### config.mk
export PLATFORM = sky130hd
export DESIGN_NAME = uart_cmd_sequencer
export DESIGN_NICKNAME = d
export VERILOG_FILES = /design/src/rtl/uart_cmd_sequencer.sv
export SDC_FILE = /design/constraint.sdc
export NUM_CORES = 1
export LEC_CHECK = 0
export CORE_MARGIN = 1
export CORE_UTILIZATION = 30
export DETAILED_ROUTE_END_ITERATION = 16
export GPL_ROUTABILITY_DRIVEN = 0
export SETUP_SLACK_MARGIN = 0.15
export SYNTH_ARGS = -nofsm -noshare
export SYNTH_HDL_FRONTEND = slang
export SYNTH_SLANG_ARGS = --single-unit
### constraint.sdc
create_clock -name clk -period 2.5 [get_ports clk]
set_input_delay 0.5 -clock clk [delete_from_list [all_inputs] [get_ports clk]]
set_output_delay 0.5 -clock clk [all_outputs]
set_load 0.005 [all_outputs]
### src/rtl/uart_cmd_sequencer.sv
// UART hex command parser driving an SDRAM request port; request one cycle after the last nibble, one reply byte per free tx slot.
// Waits on tx_busy; CMD_TIMEOUT_EN adds a TIMEOUT_CYCLES watchdog on outstanding requests.
module uart_cmd_sequencer #(
    parameter int unsigned TIMEOUT_CYCLES = 1024
) (
    input  logic        clk,
    input  logic        rst,
    input  logic [7:0]  rx_data,
    input  logic        rx_valid,
    output logic [23:0] addr,
    output logic [15:0] wr_data,
    output logic        wr_req,
    output logic        rd_req,
    input  logic        wr_done,
    input  logic        rd_ready,
    input  logic [15:0] rd_data,
    output logic [7:0]  tx_data,
    output logic        tx_send,
    input  logic        tx_busy,
    output logic        cmd_err
);

    localparam logic [2:0] S_IDLE   = 3'd0;
    localparam logic [2:0] S_ADDR   = 3'd1;
    localparam logic [2:0] S_DATA   = 3'd2;
    localparam logic [2:0] S_REQ_WR = 3'd3;
    localparam logic [2:0] S_REQ_RD = 3'd4;
    localparam logic [2:0] S_RESP   = 3'd5;
    localparam logic [2:0] S_ERR    = 3'd6;

    localparam logic [1:0] RK_WR  = 2'd0;
    localparam logic [1:0] RK_RD  = 2'd1;
    localparam logic [1:0] RK_ERR = 2'd2;
    localparam logic [1:0] RK_TO  = 2'd3;

    logic [2:0]  state;
    logic        is_wr;
    logic [2:0]  nib_cnt;
    logic [23:0] addr_sh;
    logic [15:0] data_sh;
    logic [15:0] rd_buf;
    logic [1:0]  resp_kind;
    logic [2:0]  resp_idx;
    logic [7:0]  resp_byte;
    logic        resp_last;
    logic [4:0]  rx_hex;

`ifdef CMD_TIMEOUT_EN
    localparam int TO_W = $clog2(TIMEOUT_CYCLES + 1);
    logic [TO_W-1:0] to_cnt;
`else
    logic unused_timeout;
    assign unused_timeout = (TIMEOUT_CYCLES != 0);
`endif

    // {valid, nibble}
    function automatic logic [4:0] hex_decode(input logic [7:0] c);
        if (c >= 8'h30 && c <= 8'h39)
            return {1'b1, c[3:0]};
        else if ((c >= 8'h41 && c <= 8'h46) || (c >= 8'h61 && c <= 8'h66))
            return {1'b1, c[3:0] + 4'd9};
        else
            return 5'd0;
    endfunction

    function automatic logic [7:0] hex_char(input logic [3:0] n);
        return (n < 4'd10) ? (8'h30 + {4'h0, n}) : (8'h37 + {4'h0, n});
    endfunction

    assign rx_hex = hex_decode(rx_data);

    always_comb begin
        resp_byte = 8'h0A;
        case (resp_kind)
            RK_RD: begin
                case (resp_idx)
                    3'd0:    resp_byte = hex_char(rd_buf[15:12]);
                    3'd1:    resp_byte = hex_char(rd_buf[11:8]);
                    3'd2:    resp_byte = hex_char(rd_buf[7:4]);
                    3'd3:    resp_byte = hex_char(rd_buf[3:0]);
                    default: resp_byte = 8'h0A;
                endcase
            end
            RK_WR:   if (resp_idx == 3'd0) resp_byte = 8'h4B;
            RK_ERR:  if (resp_idx == 3'd0) resp_byte = 8'h3F;
            default: if (resp_idx == 3'd0) resp_byte = 8'h21;
        endcase
    end

    assign resp_last = (resp_kind == RK_RD) ? (resp_idx == 3'd4) : (resp_idx == 3'd1);

    always_ff @(posedge clk) begin
        if (rst) begin
            state     <= S_IDLE;
            is_wr     <= 1'b0;
            nib_cnt   <= 3'd0;
            addr_sh   <= 24'd0;
            data_sh   <= 16'd0;
            rd_buf    <= 16'd0;
            resp_kind <= RK_WR;
            resp_idx  <= 3'd0;
            addr      <= 24'd0;
            wr_data   <= 16'd0;
            wr_req    <= 1'b0;
            rd_req    <= 1'b0;
            tx_data   <= 8'd0;
            tx_send   <= 1'b0;
            cmd_err   <= 1'b0;
`ifdef CMD_TIMEOUT_EN
            to_cnt    <= '0;
`endif
        end else begin
            tx_send <= 1'b0;
            cmd_err <= 1'b0;
`ifdef CMD_TIMEOUT_EN
            to_cnt  <= '0;
`endif
            case (state)
                S_IDLE: begin
                    if (rx_valid) begin
                        if (rx_data == 8'h57 || rx_data == 8'h77 ||
                            rx_data == 8'h52 || rx_data == 8'h72) begin
                            state   <= S_ADDR;
                            is_wr   <= (rx_data == 8'h57 || rx_data == 8'h77);
                            nib_cnt <= 3'd0;
                            addr_sh <= 24'd0;
                            data_sh <= 16'd0;
                        end else if (!(rx_data == 8'h0D || rx_data == 8'h0A || rx_data == 8'h20)) begin
                            state   <= S_ERR;
                            cmd_err <= 1'b1;
                        end
                    end
                end
                S_ADDR: begin
                    if (rx_valid) begin
                        if (rx_hex[4]) begin
                            addr_sh <= {addr_sh[19:0], rx_hex[3:0]};
                            if (nib_cnt == 3'd5) begin
                                nib_cnt <= 3'd0;
                                if (is_wr) begin
                                    state <= S_DATA;
                                end else begin
                                    state  <= S_REQ_RD;
                                    addr   <= {addr_sh[19:0], rx_hex[3:0]};
                                    rd_req <= 1'b1;
                                end
                            end else begin
                                nib_cnt <= nib_cnt + 3'd1;
                            end
                        end else begin
                            state   <= S_ERR;
                            cmd_err <= 1'b1;
                        end
                    end
                end
                S_DATA: begin
                    if (rx_valid) begin
                        if (rx_hex[4]) begin
                            data_sh <= {data_sh[11:0], rx_hex[3:0]};
                            if (nib_cnt == 3'd3) begin
                                nib_cnt <= 3'd0;
                                state   <= S_REQ_WR;
                                addr    <= addr_sh;
                                wr_data <= {data_sh[11:0], rx_hex[3:0]};
                                wr_req  <= 1'b1;
                            end else begin
                                nib_cnt <= nib_cnt + 3'd1;
                            end
                        end else begin
                            state   <= S_ERR;
                            cmd_err <= 1'b1;
                        end
                    end
                end
                S_REQ_WR: begin
                    if (wr_done) begin
                        wr_req    <= 1'b0;
                        resp_kind <= RK_WR;
                        resp_idx  <= 3'd0;
                        state     <= S_RESP;
                    end
`ifdef CMD_TIMEOUT_EN
                    else if (to_cnt == TO_W'(TIMEOUT_CYCLES - 1)) begin
                        wr_req    <= 1'b0;
                        cmd_err   <= 1'b1;
                        resp_kind <= RK_TO;
                        resp_idx  <= 3'd0;
                        state     <= S_RESP;
                    end else begin
                        to_cnt <= to_cnt + 1'b1;
                    end
`endif
                end
                S_REQ_RD: begin
                    if (rd_ready) begin
                        rd_req    <= 1'b0;
                        rd_buf    <= rd_data;
                        resp_kind <= RK_RD;
                        resp_idx  <= 3'd0;
                        state     <= S_RESP;
                    end
`ifdef CMD_TIMEOUT_EN
                    else if (to_cnt == TO_W'(TIMEOUT_CYCLES - 1)) begin
                        rd_req    <= 1'b0;
                        cmd_err   <= 1'b1;
                        resp_kind <= RK_TO;
                        resp_idx  <= 3'd0;
                        state     <= S_RESP;
                    end else begin
                        to_cnt <= to_cnt + 1'b1;
                    end
`endif
                end
                S_RESP: begin
                    // tx_send here is last cycle's strobe, giving the transmitter a cycle to raise busy
                    if (!tx_busy && !tx_send) begin
                        tx_data <= resp_byte;
                        tx_send <= 1'b1;
                        if (resp_last)
                            state <= S_IDLE;
                        else
                            resp_idx <= resp_idx + 3'd1;
                    end
                end
                S_ERR: begin
                    resp_kind <= RK_ERR;
                    resp_idx  <= 3'd0;
                    state     <= S_RESP;
                end
                default: state <= S_IDLE;
            endcase
        end
    end

endmodule

# After elaboration in Yosys (flattened, before gate mapping)
# Index checks and enable logic that the tools add are counted.
dict set report op_classes {
  addsub 11
  reduce_logical 38
  n_lt_le_gt_ge 10
  eq_ne 38
  n_bitwise 1
  n_mux 80
}
# cell count
set op_table {}
lappend op_table {{24-bit 2-to-1 mux} 11}
lappend op_table {{24-bit one-hot mux with 2 select lines} 2}
lappend op_table {{3-bit 2-to-1 mux} 26}
lappend op_table {{6-bit by 4-bit adder with 7-bit output (first input constant)} 8}
lappend op_table {{12-bit 2-to-1 mux} 4}
lappend op_table {{7-bit 2-to-1 mux} 5}
lappend op_table {{8-bit by 7-bit == test with 1-bit output (second input constant)} 4}
lappend op_table {{2-bit inequality test (second input constant)} 14}
lappend op_table {{7-bit one-hot mux with 4 select lines} 1}
lappend op_table {{12-bit one-hot mux with 2 select lines} 1}
lappend op_table {{8-bit one-hot mux with 3 select lines} 1}
lappend op_table {{3-bit one-hot mux with 7 select lines} 1}
lappend op_table {{5-bit AND reduction} 4}
lappend op_table {{8-bit by 4-bit == test with 1-bit output (second input constant)} 2}
lappend op_table {{8-bit by 7-bit >= comparator with 1-bit output (second input constant)} 2}
lappend op_table {{8-bit by 7-bit <= comparator with 1-bit output (second input constant)} 2}
lappend op_table {{4-bit less-than comparator (second input constant)} 4}
lappend op_table {{1-bit 2-to-1 mux} 16}
lappend op_table {{3-bit by 2-bit == test with 1-bit output (second input constant)} 5}
lappend op_table {{3-bit == test (second input constant)} 5}
lappend op_table {{6-bit 2-to-1 mux} 2}
lappend op_table {{3-bit one-hot mux with 4 select lines} 1}
lappend op_table {{5-bit 2-to-1 mux} 2}
lappend op_table {{10-bit AND reduction} 1}
lappend op_table {{29 further kinds} 54}
dict set report totals {
  out_inout_bits 52
  reg_bits 116
}

# Longest topological paths before layout
# Gate-level depths: netlist of the first run.
dict set report logic_depth {
  word_depth 10
  depth_mapped 10
  ltp_nobuf 7
}

# Worst setup path after synthesis of the first run
# No wires, ideal clock.
dict set report synth_path {
  kind {input to register}
  start {input port rx_data[0]}
  end {register data_sh[5]}
  n_path_buf 1
  setup_slack_ns 0.186
  t_arrival_ns 2.193
  setup_ns 0.121
  cell_stages 8
  required_time_ns 2.379
  path_cell_list {inv_1 ha_1 nor3b_1 nor4_4 o21ai_1 a21oi_2 buf_4 mux2_2}
}
dict set report synth_between {
  elab_chain_cells 7
  word_cells_on_any_way 22
}
# item line_no
set synth_lines {}
lappend synth_lines {{start: declaration} 8} ;# input logic [7:0] rx_data,
lappend synth_lines {{8-bit by 7-bit >= comparator with 1-bit output or 8-bit by 7-bit <= comparator with 1-bit output (tied branches)} 60} ;# else if ((c >= 8'h41 && c <= 8'h46) || (c >= 8'h61 && c <= 8'h66))
lappend synth_lines {{1-bit logical AND} 60}
lappend synth_lines {{1-bit logical OR} 60}
lappend synth_lines {{5-bit 2-to-1 mux} 60}
lappend synth_lines {{5-bit 2-to-1 mux} 58} ;# if (c >= 8'h30 && c <= 8'h39)
lappend synth_lines {{2-bit inequality test (no source line)} -}
lappend synth_lines {{5-bit AND reduction (no source line) (*)} -}
lappend synth_lines {{end signal: assignment} 159} ;# data_sh <= {data_sh[11:0], rx_hex[3:0]};
lappend synth_lines {{end: declaration} 40} ;# logic [15:0] data_sh;
# Mark *: on every way between the ends. The rest lies on a longest branch, timed or not.
# A chain may end at the register's enable or synchronous reset.

# Worst setup path in the final report of the first run
dict set report layout_path {
  start {input port rx_data[3]}
  end {register addr[18]}
}
dict set report layout_between {
  elab_chain_cells 7
  word_cells_on_any_way 15
}
# item line_no
set layout_lines {}
lappend layout_lines {{8-bit by 7-bit >= comparator with 1-bit output or 8-bit by 7-bit <= comparator with 1-bit output (tied branches)} 60}
lappend layout_lines {{1-bit logical AND} 60}
lappend layout_lines {{1-bit logical OR} 60}
lappend layout_lines {{5-bit 2-to-1 mux} 60}
lappend layout_lines {{5-bit 2-to-1 mux (*)} 58}
lappend layout_lines {{2-bit inequality test (no source line)} -}
lappend layout_lines {{8-bit AND reduction (no source line) (*)} -}
lappend layout_lines {{end signal: assignment} 144} ;# addr <= {addr_sh[19:0], rx_hex[3:0]};
lappend layout_lines {{end signal: assignment} 163} ;# addr <= addr_sh;
lappend layout_lines {{end: declaration} 10} ;# output logic [23:0] addr,
# Marks and branches as above.

==> Flow_metrics.wiki, run 1 <==
{| class="wikitable"
! Metric !! Value
|-
| H-Tree Depth || 4
|-
| Xor and xnor area share after synthesis || 0.602%
|-
| Part of the power in registers || 36.0%
|-
| Fraction of registers with async set/reset || 0%
|-
| Time the final worst path needs with I/O delays and setup || 2320 ps
|-
| Fmax || 431 MHz
|-
| Height of the die || 141 µm
|-
| Synthesized-area fraction occupied by and/or/nand/nor cells || 20.6%
|-
| Number of buffer and inverter stages on the critical path || 3
|-
| Core outline area || 0.0188 mm²
|-
| Clock buffers created by TritonCTS || 17
|-
| Data arrival at the endpoint of the critical path || 2640 ps
|-
| Result of the run || complete, no violations
|-
| Root Driver || clkbuf_16
|-
| Power dissipated by switching net loads || 1720 µW
|-
| Type of element launching the critical path || primary input
|-
| R2R Path End || addr[20]
|-
| Unrepaired setup endpoints after global routing || false
|-
| Peak supply drop || 0.000464 V
|-
| Placed cell areas || 0.00722 mm²
|-
| Hold slack final || 452 ps
|-
| Setup-violating endpoint count in the final report || 0
|-
| Slowest stage cell, crit path || or4_4
|-
| Worst clock skew || 7.92 ps
|-
| Via count || 5447
|-
| Starting DRC count in detailed routing || 345
|-
| Number of ports placed on the die boundary || 82
|-
| Switching fraction of total power || 30.6%
|-
| Power density over the cells || 710 mW/mm²
|-
| Fraction of layout cells with a size suffix above 1 || 15.9%
|-
| Combinational family with the most area after synthesis || compound AO/OA/AOI/OAI gates
|-
| Instance count along the most critical hold path || 2
|-
| Tightest slew margin relative to the limit || 64.9%
|-
| Critical path capture point type || flop
|-
| Logic pwr share || 21.1%
|-
| Area of all placed cells without fillers || 0.00794 mm²
|-
| Critical path's top delay family || simple AND/OR/NAND/NOR gates
|-
| Number of buffers on the longest clock path || 2
|-
| Mean instance size in the synthesized netlist || 8.43 µm²
|-
| Global-route congestion overflow total || 0
|-
| Sequential cell area fraction in the yosys report || 39.6%
|-
| Distinct cell type count after synthesis || 79
|-
| Residual antenna-violating net count after detailed routing || 0
|-
| Area of the mapped netlist || 0.00582 mm²
|-
| Crit path max fanout || 6
|-
| Initial antenna violation count || 0
|-
| Adder and majority gate portion of the synthesized area || 3.66%
|-
| Most frequent cells in the layout || nand2_1 (138), dfxtp_1 (115), a21oi_1 (75), clkdlybuf4s50_1 (75), buf_4 (51)
|-
| Worst path max stage delay || 540 ps
|-
| Fraction of the cycle the final worst path needs || 92.9%
|-
| Min-Delay Endpoint || wr_data[15]
|-
| Chip width || 141 µm
|-
| Mapped Cells || 690
|-
| Count of max-cap constraint violations || 0
|-
| Number of placement rows || 50
|-
| Launch instance of the worst register-to-register path || state[2]
|-
| Total length of routed wires || 16600 µm
|-
| Mean number of vias per cell || 5.06
|-
| Slack of the worst reg-to-reg path || 390 ps
|-
| Number of nets in the finished design || 850
|-
| P&R area growth vs syn || 36.5%
|-
| Setup Total Neg Slack || 0 ps
|-
| Number of register bits inferred by synthesis || 115
|-
| Required @ worst endpoint || 2820 ps
|-
| Slew at the pin closest to its max-slew limit || 524 ps
|-
| Crit path cell chain || clkdlybuf4s50_1 -> or3b_4 -> or4_4 -> a21oi_4 -> buf_12 -> clkbuf_16 -> a21oi_1 -> a311oi_1
|-
| TritonCTS clock tree || yes
|-
| Count of flip-flops with a built-in enable after synthesis || 0
|-
| Vias in the first global route || 5276
|-
| Area enclosed by the die boundary || 0.0200 mm²
|-
| Critical path type || in -> reg
|-
| Relative contribution of the clock network to total power || 42.8%
|-
| Synth Flop Type || dfxtp_1
|-
| Clock latency reported for the late side of the worst-skew pair || 420 ps
|-
| Post-synth top area share || 39.6%
|-
| Mux share of post-synthesis cell area || 3.53%
|-
| Worst Reg-to-Reg Cells || 6
|-
| Number of buffers inserted by hold repair at cts || 0
|-
| Min-delay src || data_sh[11]
|-
| Cell taking the most area after synthesis || dfxtp_1
|-
| Number of failing hold endpoints at the final stage || 0
|-
| Core Util, Final || 42.2%
|-
| Count of pins over their slew limit || 0
|-
| Final HPWL DP || 11200 µm
|-
| Port Buffers || 80
|-
| Internal power || 3910 µW
|-
| Iteration count of the initial detailed-routing pass || 5
|-
| Leakage dissipation || 0.00276 µW
|-
| Leading post-synthesis cells by cell area || dfxtp_1 (40%), nand2_1 (8.9%), a21oi_1 (6.5%)
|-
| Effective utilization at floorplan || 30.9%
|-
| Routed wirelength normalized by instance count || 15.5 µm
|-
| Diode insertion count for antenna repair || 0
|-
| Overall power || 5640 µW
|-
| Commonest non-fill, non-tap cell in the layout || nand2_1
|-
| Largest net degree at the start of global routing || 79
|-
| Total GRT Usage || 17.3%
|-
| Synth Net Count || 737
|-
| Fraction of the mapped netlist area in compound gates || 26.2%
|-
| Number of warnings reported in the yosys synthesis log || 0
|-
| Class of the worst hold path || reg -> reg
|-
| Clock transition at the registers of the reported paths || 60 ps
|-
| Count of unresolved DRC violations after routing || 0
|-
| Clock sinks || 115
|-
| Global-route wire length before repair || 27100 µm
|}
[worst max path at each step]
stage	start	to	slack, ps	cells after the start
after global placement	rx_data[0]	data_sh[7]	-440	9
after CTS	rx_data[0]	addr[4]	130	9
after detailed placement	rx_data[0]	data_sh[7]	-410	9
final	rx_data[3]	addr[18]	180	8
after floorplan	rx_data[0]	data_sh[5]	190	8
after global routing	rx_data[3]	addr[7]	140	8
[timing repair]
action | in CTS | in global routing
resized for setup | 1 | 12
gates cloned | 0 | 3
pin swaps | 0 | 11
endpoints found under the hold margin | 0 | 0
endpoints found under the setup margin | 3 | 83
setup buffers | 0 | 2
[stage by stage]
stage               instances  setup WS [ps]
floorplan                 690            186
global placement         1039           -436
detailed placement       1039           -408
CTS                      1071            131
global route             1076            144
finish                   1076            179
[cell usage after synthesis, types with 13 or more instances]
master    number
a21oi_1       75
o21ai_0       26
dfxtp_1      115
ha_1          17
a311oi_1      17
nand3_1       13
clkbuf_1      29
inv_1         20
nor2_1        28
a32o_1        22
nand2_1      138
nor2b_1       16
mux2i_1       16
[state kept, by name, indices dropped and copies added, names as in the netlist, 7 cells and up]
register	count
tx_data	7
rd_buf	16
addr	24
data_sh	12
addr_sh	24
wr_data	16
[logic make-up after synthesis]
family,Yosys count
AO/OA/AOI/OAI,214
other,1
buffers and inverters,70
adder cells (fa/ha/maj),17
multiplexers,20
AND/OR/NAND/NOR,249
flip-flops,115
XOR/XNOR,4
[metal layers]
metal	part of all wire (%)	track usage, %
met1	47	22.0
met2	48	28.7
met3	4.2	3.67
met4	1.4	5.89
met5	0	0
[worst reg2reg max path, delay by kind of cell (launching register included)]
family | cells | cell delay, ps
AOI/OAI and AO/OA | 3 | 570
buffers and inverters | 1 | 260
DFF | 1 | 390
and+or+nand+nor | 2 | 800
[layout make-up]
cell class | count | area (µm²)
Multi-Input combinational cell | 505 | 3210
Timing Repair Buffer | 143 | 1430
Clock inverter | 13 | 150
Inverter | 21 | 78.8
Tap cell | 260 | 325
Fill cell | 1873 | 10900
Sequential cell | 115 | 2300
Clock buffer | 19 | 443
[power by group through the flow]
stage | clock network, µW | registers, µW | logic [µW]
floorplan | 0 | 2010 | 806
global placement | 0 | 2070 | 1170
detailed placement | 0 | 2070 | 1170
CTS | 2470 | 2030 | 1170
global route | 2560 | 2050 | 1310
finish | 2410 | 2030 | 1190
No activity file was read; power rests on OpenSTA's default activity.
==> run 2: changes to the inputs <==
PLACE_DENSITY_LB_ADDON = 0.08   (was not set)
==> Flow_metrics.wiki, run 2 (synthesis gave the netlist of run 1 again) <==
{| class="wikitable"
! Metric !! Value
|-
| Total length of routed wires || 18100 µm (was 16600 µm)
|-
| Area enclosed by the die boundary || 0.0200 mm² (unchanged)
|-
| Slack of the worst reg-to-reg path || 330 ps (was 390 ps)
|-
| Power density over the cells || 743 mW/mm² (was 710 mW/mm²)
|-
| Area of all placed cells without fillers || 0.00802 mm² (was 0.00794 mm²)
|-
| Port Buffers || 80 (unchanged)
|-
| Number of buffers inserted by hold repair at cts || 0 (unchanged)
|-
| Launch instance of the worst register-to-register path || state[2] (unchanged)
|-
| Fmax || 446 MHz (was 431 MHz)
|-
| Via count || 5468 (was 5447)
|-
| Setup-violating endpoint count in the final report || 0 (unchanged)
|-
| Slew at the pin closest to its max-slew limit || 529 ps (was 524 ps)
|-
| # fillers || 1866 (was 1873)
|-
| P&R area growth vs syn || 37.9% (was 36.5%)
|-
| Unrepaired setup endpoints after global routing || false (unchanged)
|-
| Required @ worst endpoint || 2800 ps (was 2820 ps)
|-
| Overall power || 5960 µW (was 5640 µW)
|-
| Worst clock skew || 10.8 ps (was 7.92 ps)
|-
| Fraction of layout cells with a size suffix above 1 || 16.3% (was 15.9%)
|-
| Data arrival at the endpoint of the critical path || 2540 ps (was 2640 ps)
|-
| Critical path capture point type || flop (unchanged)
|-
| Global-route congestion overflow total || 0 (unchanged)
|-
| Count of max-cap constraint violations || 0 (unchanged)
|-
| Clock transition at the registers of the reported paths || 60 ps (about the same)
|-
| Number of ports placed on the die boundary || 82 (unchanged)
|-
| Hold slack final || 452 ps (about the same)
|-
| Setup Total Neg Slack || 0 ps (unchanged)
|-
| Time the final worst path needs with I/O delays and setup || 2240 ps (was 2320 ps)
|-
| Min-Delay Endpoint || wr_data[14] (was wr_data[15])
|-
| Fraction of the cycle the final worst path needs || 89.6% (was 92.9%)
|-
| Vias in the first global route || 5458 (was 5276)
|-
| Initial antenna violation count || 0 (unchanged)
|-
| Crit path max fanout || 7 (was 6)
|-
| Count of pins over their slew limit || 0 (unchanged)
|-
| Effective utilization at floorplan || 30.9% (unchanged)
|-
| Number of buffers on the longest clock path || 2 (unchanged)
|-
| Residual antenna-violating net count after detailed routing || 0 (unchanged)
|-
| Worst Reg-to-Reg Cells || 7 (was 6)
|-
| Global-route wire length before repair || 29000 µm (was 27100 µm)
|-
| Height of the die || 141 µm (unchanged)
|-
| Class of the worst hold path || reg -> reg (unchanged)
|-
| Total GRT Usage || 18.6% (was 17.3%)
|-
| Commonest non-fill, non-tap cell in the layout || nand2_1 (unchanged)
|-
| H-Tree Depth || 4 (unchanged)
|-
| Leakage dissipation || 0.00280 µW (was 0.00276 µW)
|-
| Instance count along the most critical hold path || 2 (unchanged)
|-
| Critical path type || in -> reg (unchanged)
|-
| Biggest regs || addr x24, addr_sh x24 (unchanged)
|-
| Most frequent cells in the layout || nand2_1 (138), dfxtp_1 (115), a21oi_1 (74) (was nand2_1 (138), dfxtp_1 (115), a21oi_1 (75), clkdlybuf4s50_1 (75), buf_4 (51))
|-
| Root Driver || clkbuf_16 (unchanged)
|-
| Chip width || 141 µm (unchanged)
|-
| Largest net degree at the start of global routing || 79 (unchanged)
|-
| Final HPWL DP || 12600 µm (was 11200 µm)
|-
| Core outline area || 0.0188 mm² (unchanged)
|-
| Mean number of vias per cell || 5.10 (was 5.06)
|-
| Starting DRC count in detailed routing || 313 (was 345)
|-
| Tightest slew margin relative to the limit || 64.6% (was 64.9%)
|-
| Placed cell areas || 0.00721 mm² (was 0.00722 mm²)
|-
| Min-delay src || data_sh[10] (was data_sh[11])
|-
| Routed wirelength normalized by instance count || 16.9 µm (was 15.5 µm)
|-
| R2R Path End || addr[12] (was addr[20])
|-
| Number of nets in the finished design || 848 (was 850)
|-
| Diode insertion count for antenna repair || 0 (unchanged)
|-
| Result of the run || complete, no violations (unchanged)
|-
| Clock sinks || 115 (unchanged)
|-
| TritonCTS clock tree || yes (unchanged)
|-
| Type of element launching the critical path || primary input (unchanged)
|-
| Number of failing hold endpoints at the final stage || 0 (unchanged)
|-
| Clock buffers created by TritonCTS || 17 (unchanged)
|-
| Peak supply drop || 0.000437 V (was 0.000464 V)
|-
| Iteration count of the initial detailed-routing pass || 7 (was 5)
|-
| Count of unresolved DRC violations after routing || 0 (unchanged)
|-
| Number of placement rows || 50 (unchanged)
|-
| Clock latency reported for the late side of the worst-skew pair || 410 ps (was 420 ps)
|}
-- run 2: power by group --
part | switching (µW) | leakage (µW) | internal, µW | total, µW
sequential | 94.2 | 0.000928 | 1920 | 2010
combinational | 767 | 0.00156 | 507 | 1270
clock | 883 | 0.000309 | 1790 | 2670
total | 1740 | 0.00280 | 4210 | 5960
-- run 2: area by class of cell --
class / instances / area [µm²] / share of cell area [%]
Sequential cell: 115 / 2300 / 28.7
Clock inverter: 12 / 205 / 2.56
Timing Repair Buffer: 141 / 1400 / 17.5
Clock buffer: 18 / 439 / 5.47
Multi-Input combinational cell: 505 / 3270 / 40.7
Tap cell: 260 / 325 / 4.05
Inverter: 21 / 78.8 / 0.982
-- run 2: repair_timing --
action | CTS | global route
setup endpoints to repair | 9 | 81
cloned | 0 | 2
buffers inserted | 0 | 3
resized for setup | 3 | 21
pin swaps | 4 | 10
-- run 2: worst max-delay path by stage --
| stage | start | to | slack [ps] | cells after the start |
|---|---|---|---|---|
| after global placement | rx_data[0] | data_sh[7] | -620 | 9 |
| after floorplan | rx_data[0] | data_sh[5] | 190 | 8 |
| after detailed placement | rx_data[1] | data_sh[7] | -530 | 9 |
| after CTS | rx_data[1] | cmd_err | 100 | 10 |
| after global routing | state[2] | addr[11] | 160 | 7 |
| final | rx_data[4] | addr[8] | 260 | 7 |
-- run 2: metal layers --
| metal | GRT usage (%) | part of all wire, % | up-vias |
|---|---|---|---|
| met5 | 0 | 0 | - |
| met4 | 4.75 | 0.91 | 0 |
| met3 | 3.53 | 3.7 | 13 |
| met2 | 31.1 | 48 | 100 |
| met1 | 24.4 | 47 | 2633 |
| li1 | - | - | 2722 |
-- run 2: through the flow --
step / cells / setup slack [ps] / utilization (%)
2_1_floorplan: 690 / 186 / -
3_3_place_gp: 1037 / -616 / 38.3
3_5_place_dp: 1037 / -533 / 38.3
4_1_cts: 1067 / 99.9 / 41.8
5_1_grt: 1072 / 165 / 42.6
6_report: 1072 / 260 / 42.6
-- run 2: worst max-delay path: stages --
cell	delay, ps
clkdlybuf4s50_1	460
buf_4	170
or4_4	570
a21oi_4	310
clkbuf_16	220
a21oi_1	60
a311oi_1	250
==> run 3: changes to the inputs <==
CTS_CLUSTER_SIZE = 28   (was not set)
DONT_BUFFER_PORTS = 1   (was not set)
==> Flow_metrics.wiki, run 3 (synthesis gave the netlist of run 1 again) <==
{| class="wikitable"
! Metric !! Value
|-
| Final Non-Filler Cells || 964 (was 1072)
|-
| Setup Total Neg Slack || 0 ps (unchanged)
|-
| Routed wirelength normalized by instance count || 17.9 µm (was 16.9 µm)
|-
| Fraction of the cycle the final worst path needs || 87.1% (was 89.6%)
|-
| Initial antenna violation count || 0 (unchanged)
|-
| Count of pins over their slew limit || 0 (unchanged)
|-
| Area of all placed cells without fillers || 0.00673 mm² (was 0.00802 mm²)
|-
| Final HPWL DP || 12100 µm (was 12600 µm)
|-
| Setup-violating endpoint count in the final report || 0 (unchanged)
|-
| Biggest regs || addr x24, addr_sh x24 (unchanged)
|-
| Starting DRC count in detailed routing || 258 (was 313)
|-
| Height of the die || 141 µm (unchanged)
|-
| Unrepaired setup endpoints after global routing || false (unchanged)
|-
| Iteration count of the initial detailed-routing pass || 5 (was 7)
|-
| Type of element launching the critical path || flop (was primary input)
|-
| Largest net degree at the start of global routing || 80 (was 79)
|-
| Total length of routed wires || 17300 µm (was 18100 µm)
|-
| Count of unresolved DRC violations after routing || 0 (unchanged)
|-
| Fraction of layout cells with a size suffix above 1 || 13.1% (was 16.3%)
|-
| Residual antenna-violating net count after detailed routing || 0 (unchanged)
|-
| Global-route wire length before repair || 27600 µm (was 29000 µm)
|-
| Total GRT Usage || 18.0% (was 18.6%)
|-
| Clock latency reported for the late side of the worst-skew pair || 420 ps (was 410 ps)
|-
| Vias in the first global route || 5099 (was 5458)
|-
| Number of ports placed on the die boundary || 82 (unchanged)
|-
| TritonCTS clock tree || yes (unchanged)
|-
| Switching fraction of total power || 32.8% (was 29.3%)
|-
| Number of nets in the finished design || 738 (was 848)
|-
| Peak supply drop || 0.000401 V (was 0.000437 V)
|-
| Hold slack final || 153 ps (was 452 ps)
|-
| Number of placed instances, taps included || 932 (was 1037)
|-
| Internal power || 3580 µW (was 4210 µW)
|-
| Tightest slew margin relative to the limit || 54.4% (was 64.6%)
|-
| Power density over the cells || 793 mW/mm² (was 743 mW/mm²)
|-
| Effective utilization at floorplan || 30.9% (unchanged)
|-
| Diode insertion count for antenna repair || 0 (unchanged)
|-
| P&R area growth vs syn || 15.7% (was 37.9%)
|-
| Number of buffers on the longest clock path || 2 (unchanged)
|-
| Pre-CTS setup slack || 57.9 ps (was -533 ps)
|-
| Port Buffers || 0 (was 80)
|-
| Critical path type || reg -> reg (was in -> reg)
|-
| Clock sinks || 115 (unchanged)
|-
| Most frequent cells in the layout || nand2_1 (138), dfxtp_1 (115), a21oi_1 (75) (was nand2_1 (138), dfxtp_1 (115), a21oi_1 (74))
|-
| Result of the run || complete, no violations (unchanged)
|-
| Root Driver || clkbuf_16 (unchanged)
|-
| Mean number of vias per cell || 5.30 (was 5.10)
|-
| Worst setup margin || 324 ps (was 260 ps)
|-
| Number of placement rows || 50 (unchanged)
|-
| Number of buffers inserted by hold repair at cts || 0 (unchanged)
|-
| Logic pwr share || 19.9% (was 21.4%)
|-
| Via count || 5108 (was 5468)
|-
| Slew at the pin closest to its max-slew limit || 682 ps (was 529 ps)
|-
| Setup Buffers After CTS || 0 (unchanged)
|-
| Critical path capture point type || flop (unchanged)
|-
| Placed cell areas || 0.00617 mm² (was 0.00721 mm²)
|-
| Clock transition at the registers of the reported paths || 60 ps (about the same)
|-
| Global-route congestion overflow total || 0 (unchanged)
|-
| Worst clock skew || 24.9 ps (was 10.8 ps)
|-
| Count of max-cap constraint violations || 0 (unchanged)
|-
| H-Tree Depth || 4 (unchanged)
|-
| Time the final worst path needs with I/O delays and setup || 2180 ps (was 2240 ps)
|-
| Part of the power in registers || 37.7% (was 33.8%)
|-
| Required @ worst endpoint || 2820 ps (was 2800 ps)
|-
| Fmax || 459 MHz (was 446 MHz)
|-
| Power dissipated by switching net loads || 1750 µW (was 1740 µW)
|-
| Clock buffers created by TritonCTS || 17 (unchanged)
|-
| Number of failing hold endpoints at the final stage || 0 (unchanged)
|-
| Core outline area || 0.0188 mm² (unchanged)
|-
| Class of the worst hold path || in -> reg (was reg -> reg)
|-
| Post-CTS resize count || 0 (was 3)
|-
| Chip width || 141 µm (unchanged)
|-
| Area enclosed by the die boundary || 0.0200 mm² (unchanged)
|-
| Relative contribution of the clock network to total power || 42.3% (was 44.9%)
|-
| Data arrival at the endpoint of the critical path || 2490 ps (was 2540 ps)
|-
| Leakage dissipation || 0.00222 µW (was 0.00280 µW)
|-
| Crit path max fanout || 22 (was 7)
|-
| Commonest non-fill, non-tap cell in the layout || nand2_1 (unchanged)
|}
[run 3: cell count changes in the layout (fill, tap and decap cells not counted), sizes merged]
cell / delta
inv: +5
buf: -29
clkinv: +1
clkinvlp: +2
clkbuf: -3
clkdlybuf4s50: -73
bufinv: -5
dlymetal6s2s: -6
[run 3: power groups by stage]
| stage | registers, µW | logic [µW] | clock network (µW) |
|---|---|---|---|
| after floorplan | 2010 | 806 | 0 |
| after global placement | 2050 | 1050 | 0 |
| after detailed placement | 2050 | 1060 | 0 |
| after CTS | 2010 | 1060 | 2330 |
| after global routing | 2030 | 1170 | 2410 |
| final | 2010 | 1060 | 2260 |
[run 3: through the flow]
step | utilization [%] | power [µW]
after detailed placement | 32.8 | 3110
final | 35.7 | 5330
after global placement | 32.8 | 3100
after CTS | 35.7 | 5400
after global routing | 35.7 | 5620
after floorplan | - | 2820
[run 3: area by class of cell]
cell class	instances	area (µm²)
well taps	260	325
clock buffers	17	425
multi-input cells	505	3190
repair buffers	31	283
inverters	21	78.8
flip-flops and latches	115	2300
fillers	1966	12100
clock inverters	15	124
[run 3: worst max-delay path: stages (launching register included)]
cell,delay [ps]
dfxtp_1,330
or3b_2,540
nor2_1,330
o22a_1,210
buf_4,270
a21oi_1,110
a311oi_1,280
[run 3: final timing paths]
path / startpoint / slack (ps) / endpoint / depth (start not counted)
hold reg to reg: data_sh[7] / 450 / wr_data[11] / 2
setup / recovery: state[1] / 320 / addr[14] / 6
hold / removal: rst / 150 / wr_data[5] / 1
setup reg to reg: state[1] / 320 / addr[14] / 6
[run 3: layer usage]
metal  wire length [µm]  up-vias  global-route usage (%)
met3               1120       22                    6.32
met5                  0        -                       0
met2               8110      130                    29.2
met4                351        0                    6.64
met1               7720     2445                    21.9
li1                   -     2511                       -
